File: config.mk
export PLATFORM = sky130hd
export DESIGN_NAME = sprite_compositor
export DESIGN_NICKNAME = d
export VERILOG_FILES = /design/src/rtl/sprite_compositor.sv
export SDC_FILE = /design/constraint.sdc
export NUM_CORES = 1
export LEC_CHECK = 0
export BUFFER_PORTS_ARGS = -buffer_cell sky130_fd_sc_hd__buf_2
export CORE_MARGIN = 5
export CORE_UTILIZATION = 55
export DETAILED_ROUTE_END_ITERATION = 16
export GPL_TIMING_DRIVEN = 0
export PLACE_DENSITY = 0.8
export SETUP_SLACK_MARGIN = 0.1
export SYNTH_ARGS = -nofsm -noshare
export SYNTH_HDL_FRONTEND = slang
export SYNTH_SLANG_ARGS = --single-unit
File: constraint.sdc
create_clock -name clk -period 7.03 [get_ports clk]
set_input_delay 0.3515 -clock clk [delete_from_list [all_inputs] [get_ports clk]]
set_output_delay 0.3515 -clock clk [all_outputs]
set_load 0.02 [all_outputs]
File: src/rtl/sprite_compositor.sv
// Two-stage pixel compositor: wall/bean/over layers plus NSPR double-buffered sprites,
// with per-sprite oriented ROM addressing, colour-key transparency and sprite-0 collision flag.
module sprite_compositor #(
  parameter int          NSPR     = 4,
  parameter int          SPR_LOG2 = 5,
  parameter logic [11:0] KEY      = 12'h000,
  parameter logic [11:0] WALL_C   = 12'hfff,
  parameter logic [11:0] BEAN_C   = 12'hff0,
  parameter logic [11:0] BG_C     = 12'h000
) (
  input  logic                         clk,
  input  logic                         rst,
  input  logic                         pix_valid,
  input  logic [9:0]                   col_addr,
  input  logic [8:0]                   row_addr,
  input  logic                         frame_start,
  input  logic [NSPR*10-1:0]           spr_x,
  input  logic [NSPR*9-1:0]            spr_y,
  input  logic [NSPR*2-1:0]            spr_dir,
  input  logic [NSPR-1:0]              spr_en,
  input  logic                         is_wall,
  input  logic                         is_bean,
  input  logic                         over,
  output logic [NSPR*2*SPR_LOG2-1:0]   rom_addr,
  input  logic [NSPR*12-1:0]           rom_data,
  output logic [11:0]                  pix_out,
  output logic                         pix_out_valid,
  output logic                         collide
);

  localparam int SPR_W = 1 << SPR_LOG2;
  localparam int AW    = 2 * SPR_LOG2;

  // shadow copies of the live sprite state, swapped only at frame_start
  logic [9:0] sx_q   [NSPR];
  logic [8:0] sy_q   [NSPR];
  logic [1:0] sdir_q [NSPR];
  logic [NSPR-1:0] sen_q;

  // stage 1
  logic [NSPR-1:0]    hit_d, hit_q;
  logic [NSPR*AW-1:0] rom_addr_d, rom_addr_q;
  logic               wall_q, bean_q, over_q, vld_q;

  // stage 2
  logic [NSPR-1:0] opaque;
  logic [11:0]     pix_d, pix_q;
  logic            pvld_q, acc_set, acc_q, collide_q;

  for (genvar k = 0; k < NSPR; k++) begin : g_spr
    logic [10:0]         col_e, x_e, x_end;
    logic [9:0]          row_e, y_e, y_end;
    logic [SPR_LOG2-1:0] ox, oy;
    logic [AW-1:0]       addr;

    // widened compare keeps x+SPR_W from wrapping, so right/bottom edges clip
    assign col_e = {1'b0, col_addr};
    assign x_e   = {1'b0, sx_q[k]};
    assign x_end = x_e + 11'(SPR_W);
    assign row_e = {1'b0, row_addr};
    assign y_e   = {1'b0, sy_q[k]};
    assign y_end = y_e + 10'(SPR_W);

    assign hit_d[k] = sen_q[k] && (col_e >= x_e) && (col_e < x_end)
                      && (row_e >= y_e) && (row_e < y_end);

    assign ox = col_addr[SPR_LOG2-1:0] - sx_q[k][SPR_LOG2-1:0];
    assign oy = row_addr[SPR_LOG2-1:0] - sy_q[k][SPR_LOG2-1:0];

    // SPR_W-1-offset equals the bitwise inverse of the offset
    always_comb begin
      addr = '0;
      case (sdir_q[k])
        2'b00: addr = {ox, oy};
        2'b01: addr = {ox, ~oy};
        2'b10: addr = {oy, ox};
        2'b11: addr = {oy, ~ox};
        default: addr = '0;
      endcase
    end

    assign rom_addr_d[k*AW +: AW] = hit_d[k] ? addr : rom_addr_q[k*AW +: AW];
    assign opaque[k] = hit_q[k] && (rom_data[k*12 +: 12] != KEY);
  end

  always_comb begin
    pix_d = BG_C;
    for (int k = NSPR - 1; k >= 0; k--) begin
      if (opaque[k]) pix_d = rom_data[k*12 +: 12];
    end
    if (is_bean_q_sel()) pix_d = BEAN_C;
    if (wall_q) pix_d = WALL_C;
    if (over_q) pix_d = 12'h000;
  end

  function automatic logic is_bean_q_sel();
    return bean_q;
  endfunction

  assign acc_set = vld_q && !over_q && opaque[0] && (|opaque[NSPR-1:1]);

  always_ff @(posedge clk) begin
    if (rst) begin
      for (int k = 0; k < NSPR; k++) begin
        sx_q[k]   <= '0;
        sy_q[k]   <= '0;
        sdir_q[k] <= '0;
      end
      sen_q      <= '0;
      hit_q      <= '0;
      rom_addr_q <= '0;
      wall_q     <= 1'b0;
      bean_q     <= 1'b0;
      over_q     <= 1'b0;
      vld_q      <= 1'b0;
      pix_q      <= 12'h000;
      pvld_q     <= 1'b0;
      acc_q      <= 1'b0;
      collide_q  <= 1'b0;
    end else begin
      if (frame_start) begin
        for (int k = 0; k < NSPR; k++) begin
          sx_q[k]   <= spr_x[k*10 +: 10];
          sy_q[k]   <= spr_y[k*9 +: 9];
          sdir_q[k] <= spr_dir[k*2 +: 2];
        end
        sen_q <= spr_en;
      end
      hit_q      <= hit_d;
      rom_addr_q <= rom_addr_d;
      wall_q     <= is_wall;
      bean_q     <= is_bean;
      over_q     <= over;
      vld_q      <= pix_valid;
      pix_q      <= pix_d;
      pvld_q     <= vld_q;
      // a hit coinciding with frame_start belongs to the frame that is starting
      if (frame_start) begin
        collide_q <= acc_q;
        acc_q     <= acc_set;
      end else begin
        acc_q <= acc_q | acc_set;
      end
    end
  end

  assign rom_addr      = rom_addr_q;
  assign pix_out       = pix_q;
  assign pix_out_valid = pvld_q;
  assign collide       = collide_q;

endmodule

==> results of run 1 <==
## cell families after synthesis
logic type	Yosys count	share of synthesized area, %
AO/OA/AOI/OAI	255	17.1
adder cells (fa/ha/maj)	128	15.6
XOR/XNOR	50	4.62
multiplexers	41	3.88
AND/OR/NAND/NOR	346	17.5
flip-flops	151	36.2
buffers and inverters	140	5.14
## cell usage after synthesis, drive strengths merged (25+ instances only)
cell type  count
edfxtp        84
nor2b         25
inv           97
nand2         63
clkbuf        30
nand3         38
o21ai         43
dfxtp         67
mux2i         38
a21oi         59
nor2          48
and2          89
ha           120
xnor2         33
## power by group through the flow
stage / clock network, W / logic (W) / registers [W]
global route: 0.000915 / 0.000742 / 0.00102
finish: 0.000858 / 0.000670 / 0.00102
detailed placement: 0 / 0.000649 / 0.00104
global placement: 0 / 0.000631 / 0.00103
floorplan: 0 / 0.000445 / 0.00104
CTS: 0.000870 / 0.000662 / 0.00102
## flip-flops by register name, summed over array words and instances (netlist names)
name	cells
acc_q	1
rom_addr	40
pix_out_valid	1
sdir_q	8
bean_q	1
hit_q	4
sen_q	4
collide	1
over_q	1
pix_out	12
sy_q	36
wall_q	1
sx_q	40
vld_q	1
## metal layers
| layer | global-route usage (%) | up-vias |
|---|---|---|
| li1 | - | 4499 |
| met1 | 33.5 | 4282 |
| met2 | 44.7 | 397 |
| met3 | 5.41 | 72 |
| met4 | 9.70 | 0 |
| met5 | 0 | - |
## final timing paths
path	start	endpoint	slack [ps]	depth (start not counted)
min	pix_valid	vld_q$_SDFF_PP0_	140	2
max	sy_q[2][5]$_SDFFCE_PN0P_	rom_addr[26]$_SDFFE_PP0P_	4090	10
min reg2reg	rom_addr[33]$_SDFFE_PP0P_	rom_addr[33]$_SDFFE_PP0P_	450	2
max reg2reg	sy_q[2][5]$_SDFFCE_PN0P_	rom_addr[26]$_SDFFE_PP0P_	4090	10
## cell type report
type / count / area share [%]
multi-input cells: 820 / 49.5
repair buffers: 215 / 8.69
clock inverters: 15 / 0.930
clock buffers: 17 / 3.36
flip-flops and latches: 151 / 30.6
inverters: 97 / 2.88
plain buffers: 43 / 1.45
well taps: 265 / 2.62
## critical path, stage by stage (launching register included)
cell	delay (ps)
edfxtp_1	470
ha_1	270
xnor2_1	130
ha_1	300
a21o_1	170
a21o_1	180
a221o_1	370
a311oi_2	370
buf_4	250
a21oi_1	80
a311oi_1	260
## per-stage QoR
step | instance area, µm² | instances | util (%) | hold slack [ps]
floorplan | 10700 | 1111 | - | 438
global placement | 12100 | 1590 | 62.6 | 446
detailed placement | 12100 | 1591 | 62.8 | 449
CTS | 12600 | 1623 | 65.6 | 129
global route | 12600 | 1623 | 65.6 | 128
finish | 12600 | 1623 | 65.6 | 137
==> reports/qor.yml, run 1 <==
status: "completed"
dr.pass1.iters: 5
p_sw_share_pct: 32.0
ys_warn_count: 0
maxSlewHeadroom_pct: 51.7
seqCellArea_um2: 3860
max_cap_viol_count: 0
synthTopCellsByArea: "edfxtp_1 24%, ha_1 14%, dfxtp_1 13%"
die_area_um2: 22300
antenna_found_initial: 1
finalNetCount: 1635
netlist.area_leader.share_pct: 23.6
synthDistinctLibCells: 75
layout_common_cells: "217 x buf_2, 120 x ha_1, 97 x inv_1"
async_flop_share_pct: 0
ir_drop_uv: 153
place.gp.congestion: 0.916
place_ws_ps: 3980
hpwl_mm: 23.4
core-area_um2: 19300
power.switching_w: 0.000815
top_layer: "met4"
ctsHoldBuffers: 0
seq_area_frac_synth_pct: 36.2
finClkSkew_ps: 6.21
die_h_um: 149
wl_met3_mm: 2.34
cp-end-kind: "flop"
crit_fanout: 10
ant_nets: 0
total_power_w: 0.00254
period_share_pct: 41.9
slew_viol_final: 0
min_path_type: "input port to flop"
synth_edf_count: 84
setup_tns_ps: 0
synth-seq-cells: 151
p_leak_nw: 5.77
cts_tree: "done"
cts.path.max_buffers: 2
crit_required_ps: 7370
seq_power_share_pct: 40.0
start_util_pct: 55.4
clk_latency_ps: 430
io_pins: 216
finalCriticalPeriod_ps: 2940
clkSinkCount: 151
vias: 9250
syn_area_um2: 10700
worst_slew_pin_slew_ps: 725
p_int_w: 0.00173
grt_usage_pct: 26.4
synth_top_area_cell: "edfxtp_1"
clkPwrFrac_pct: 33.7
wl_per_cell_um: 18.2
placementRows: 51
grt_pass1_wl_mm: 46.2
critPathKind: "flop to flop"
powerDensity_nw_per_um2: 201
arrival_ps: 3280
syn_inst: 1111
setup_viol: 0
path_clk_slew_ps: 70
route.met2.wl_mm: 13.9
root_buffer: "clkbuf_16"
cp-start-kind: "flop"
drt-initial-drc-count: 662
worst_slack_ps: 4090
drcViolationCount: 0
cts_resized: 0
drive_gt1_share_pct: 20.2
htreeDepth: 4
multi_input_area_um2: 6260
met1_length_mm: 12.3
synth_nets: 1401
gr-total-overflow: 0
drt_wl_total_mm: 29.5
grt_max_degree: 67
hold_violations: 0
antennaDiodeCount: 0
area_growth_pct: 18.5
die_x_um: 149
rsz0062_at_grt: "no"
vias_per_cell: 5.70
fillers: 1592
io_buffers: 214
clock.fmax_ghz: 0.340
p_comb_share_pct: 26.3
avgSynthCellArea_um2: 9.60
grt_pass1_vias: 9112
final_common_cell: "buf_2"
synth_flop_cell: "edfxtp_1"
post_cts_buffers: 0
cts_buffers: 17
Note: power is estimated with default switching activity, not from simulation.
==> run 2: changes to the inputs <==
clock period = 2.8 ns   (was 7.03 ns; I/O delays follow)
==> reports/qor.yml, run 2 (synthesis gave the netlist of run 1 again) <==
violations: "hold timing"
crit_start: "sy_q[2][5]$_SDFFCE_PN0P_"  # unchanged
die_area_um2: 22300  # unchanged
finalCriticalPeriod_ps: 2690  # was 2940 ps
place.gp.congestion: 0.916  # unchanged
ff2ff_setup_slack_ps: 110  # was 4090 ps
finClkSkew_ps: 5.88  # was 6.21 ps
clk_latency_ps: 430  # about the same
ant_nets: 0  # unchanged
grt_usage_pct: 27.9  # was 26.4%
setup_viol: 0  # unchanged
crit_required_ps: 3140  # was 7370 ps
seqCellArea_um2: 3860  # unchanged
drive_gt1_share_pct: 21.1  # was 20.2%
core-area_um2: 19300  # unchanged
cts.path.max_buffers: 2  # unchanged
clkPwrFrac_pct: 32.9  # was 33.7%
rsz0062_at_grt: "yes"  # was no
cp-start-kind: "flop"  # unchanged
maxSlewHeadroom_pct: 52.1  # was 51.7%
finalNonFillerCells: 1714  # was 1623
die_h_um: 149  # unchanged
finalNetCount: 1726  # was 1635
vias: 9720  # was 9250
wl_per_cell_um: 18.5  # was 18.2 µm
crit_fanout: 5  # was 10
max_cap_viol_count: 0  # unchanged
powerDensity_nw_per_um2: 481  # was 201 nW/µm²
start_util_pct: 55.4  # unchanged
layout_common_cells: "218 x buf_2, 117 x ha_1, 97 x inv_1"  # was 217 x buf_2, 120 x ha_1, 97 x inv_1
hold_violations: 2  # was 0
place_area_um2: 12100  # unchanged
ir_drop_uv: 361  # was 153 µV
drt-initial-drc-count: 723  # was 662
area_growth_pct: 27.8  # was 18.5%
hpwl_mm: 23.4  # unchanged
crit_top_cell: "a21o_1"
cp-endpoint: "rom_addr[26]$_SDFFE_PP0P_"  # unchanged
htreeDepth: 4  # unchanged
antennaDiodeCount: 0  # unchanged
drcViolationCount: 0  # unchanged
min_path_type: "input port to flop"  # unchanged
crit_buf_inv: 1  # unchanged
power.switching_w: 0.00211  # was 0.000815 W
final_area_um2: 13600  # was 12600 µm²
vias_per_cell: 5.67  # was 5.70
fillers: 1457  # was 1592
p_leak_nw: 6.18  # was 5.77 nW
critical-path-top-delay-family: "compound AO/OA/AOI/OAI gates"  # unchanged
worstReg2RegStart: "sy_q[2][5]$_SDFFCE_PN0P_"  # unchanged
arrival_ps: 3030  # was 3280 ps
final_common_cell: "buf_2"  # unchanged
grt_max_degree: 67  # unchanged
p_sw_share_pct: 32.2  # was 32.0%
cp-end-kind: "flop"  # unchanged
slowest_delay_ps: 420  # was 470 ps
p_comb_share_pct: 28.2  # was 26.3%
critPathKind: "flop to flop"  # unchanged
dr.pass1.iters: 6  # was 5
cts_buffers: 17  # unchanged
cp_cell_sequence: "ha_2 > xnor2_1 > ha_1 > a21o_1 > a21o_1 > a221o_1 > a311oi_4 > buf_6 > a21oi_1 > a311oi_1"  # was ha_1 > xnor2_1 > ha_1 > a21o_1 > a21o_1 > a221o_1 > a311oi_2 > buf_4 > a21oi_1 > a311oi_1
io_buffers: 214  # unchanged
grt_pass1_vias: 9739  # was 9112
timing.rr.end: "rom_addr[26]$_SDFFE_PP0P_"  # unchanged
multi_input_area_um2: 6380  # was 6260 µm²
total_power_w: 0.00657  # was 0.00254 W
cp_slowest_cell: "edfxtp_1"  # unchanged
slew_viol_final: 0  # unchanged
p_int_w: 0.00445  # was 0.00173 W
drt_wl_total_mm: 31.7  # was 29.5 mm
seq_power_share_pct: 38.9  # was 40.0%
crit_cells: 10  # unchanged
rr_worst_depth: 10  # unchanged
setup_tns_ps: 0  # unchanged
grt_pass1_wl_mm: 48.8  # was 46.2 mm
place_inst: 1591  # unchanged
placementRows: 51  # unchanged
clkSinkCount: 151  # unchanged
whs_ps: -4.03  # was 137 ps
clock.fmax_ghz: 0.372  # was 0.340 GHz
path_clk_slew_ps: 70  # about the same
status: "finished with violations"  # was completed
worst_slack_ps: 112  # was 4090 ps
worst_slew_pin_slew_ps: 718  # was 725 ps
place_ws_ps: -38.3  # was 3980 ps
antenna_found_initial: 1  # unchanged
gr-total-overflow: 0  # unchanged
root_buffer: "clkbuf_16"  # unchanged
die_x_um: 149  # unchanged
cts_tree: "done"  # unchanged
io_pins: 216  # unchanged
period_share_pct: 96.0  # was 41.9%
[run 2: cell types whose count changed in the layout (fill, tap and decap cells not counted), sizes merged]
| cell | before | now |
|---|---|---|
| buf | 228 | 245 |
| dlygate4sd3 | 0 | 75 |
| clkbuf | 47 | 46 |
[run 2: worst reg2reg max path: stages (launching register included)]
cell and delay [ps]:
edfxtp_1 420, ha_2 210, xnor2_1 120, ha_1 300, a21o_1 170, a21o_1 180, a221o_1 370, a311oi_4 370
buf_6 180, a21oi_1 60, a311oi_1 220
[run 2: worst min-delay path by stage]
stage | startpoint | to | slack [ps] | cells after the start
after floorplan | is_bean | bean_q$_SDFF_PP0_ | 270 | 1
after global placement | over | over_q$_SDFF_PP0_ | 350 | 2
after detailed placement | pix_valid | vld_q$_SDFF_PP0_ | 360 | 2
after CTS | spr_y[0] | sy_q[0][0]$_SDFFCE_PN0P_ | 3 | 2
after global routing | spr_y[0] | sy_q[0][0]$_SDFFCE_PN0P_ | -8 | 2
final | spr_y[0] | sy_q[0][0]$_SDFFCE_PN0P_ | -4 | 2
[run 2: repair_timing]
| action | CTS | global route |
|---|---|---|
| hold endpoints to repair | 72 | 3 |
| resized for setup | 9 | 20 |
| pin swaps | 10 | 13 |
| endpoints found under the setup margin | 20 | 32 |
| hold buffers | 72 | 3 |
| buffers inserted | 7 | 7 |
| gates cloned | 1 | 1 |
[run 2: per-layer routing]
metal	share of wire, %	vias up	track usage (%)
met4	3.6	0	11.2
li1	-	4684	-
met3	7.5	78	5.99
met1	41	4513	33.6
met5	0	-	0
met2	48	445	48.4
[run 2: through the flow]
step / hold WS, ps / utilization (%)
floorplan: 268 / -
global placement: 355 / 62.6
detailed placement: 364 / 62.8
CTS: 3.44 / 69.9
global route: -8.35 / 70.8
finish: -4.03 / 70.8
[run 2: power by group through the flow]
stage	clock network, W	registers (W)	logic [W]
after floorplan	0	0.00260	0.00112
after global placement	0	0.00260	0.00159
after detailed placement	0	0.00260	0.00163
after CTS	0.00218	0.00255	0.00177
after global routing	0.00229	0.00256	0.00203
final	0.00216	0.00255	0.00185
[run 2: cell type report]
class,instances,share of cell area [%]
inverters,97,2.67
flip-flops and latches,151,28.3
well taps,265,2.43
clock inverters,15,0.862
repair buffers,306,14.4
multi-input cells,820,46.8
plain buffers,43,1.40
clock buffers,17,3.12
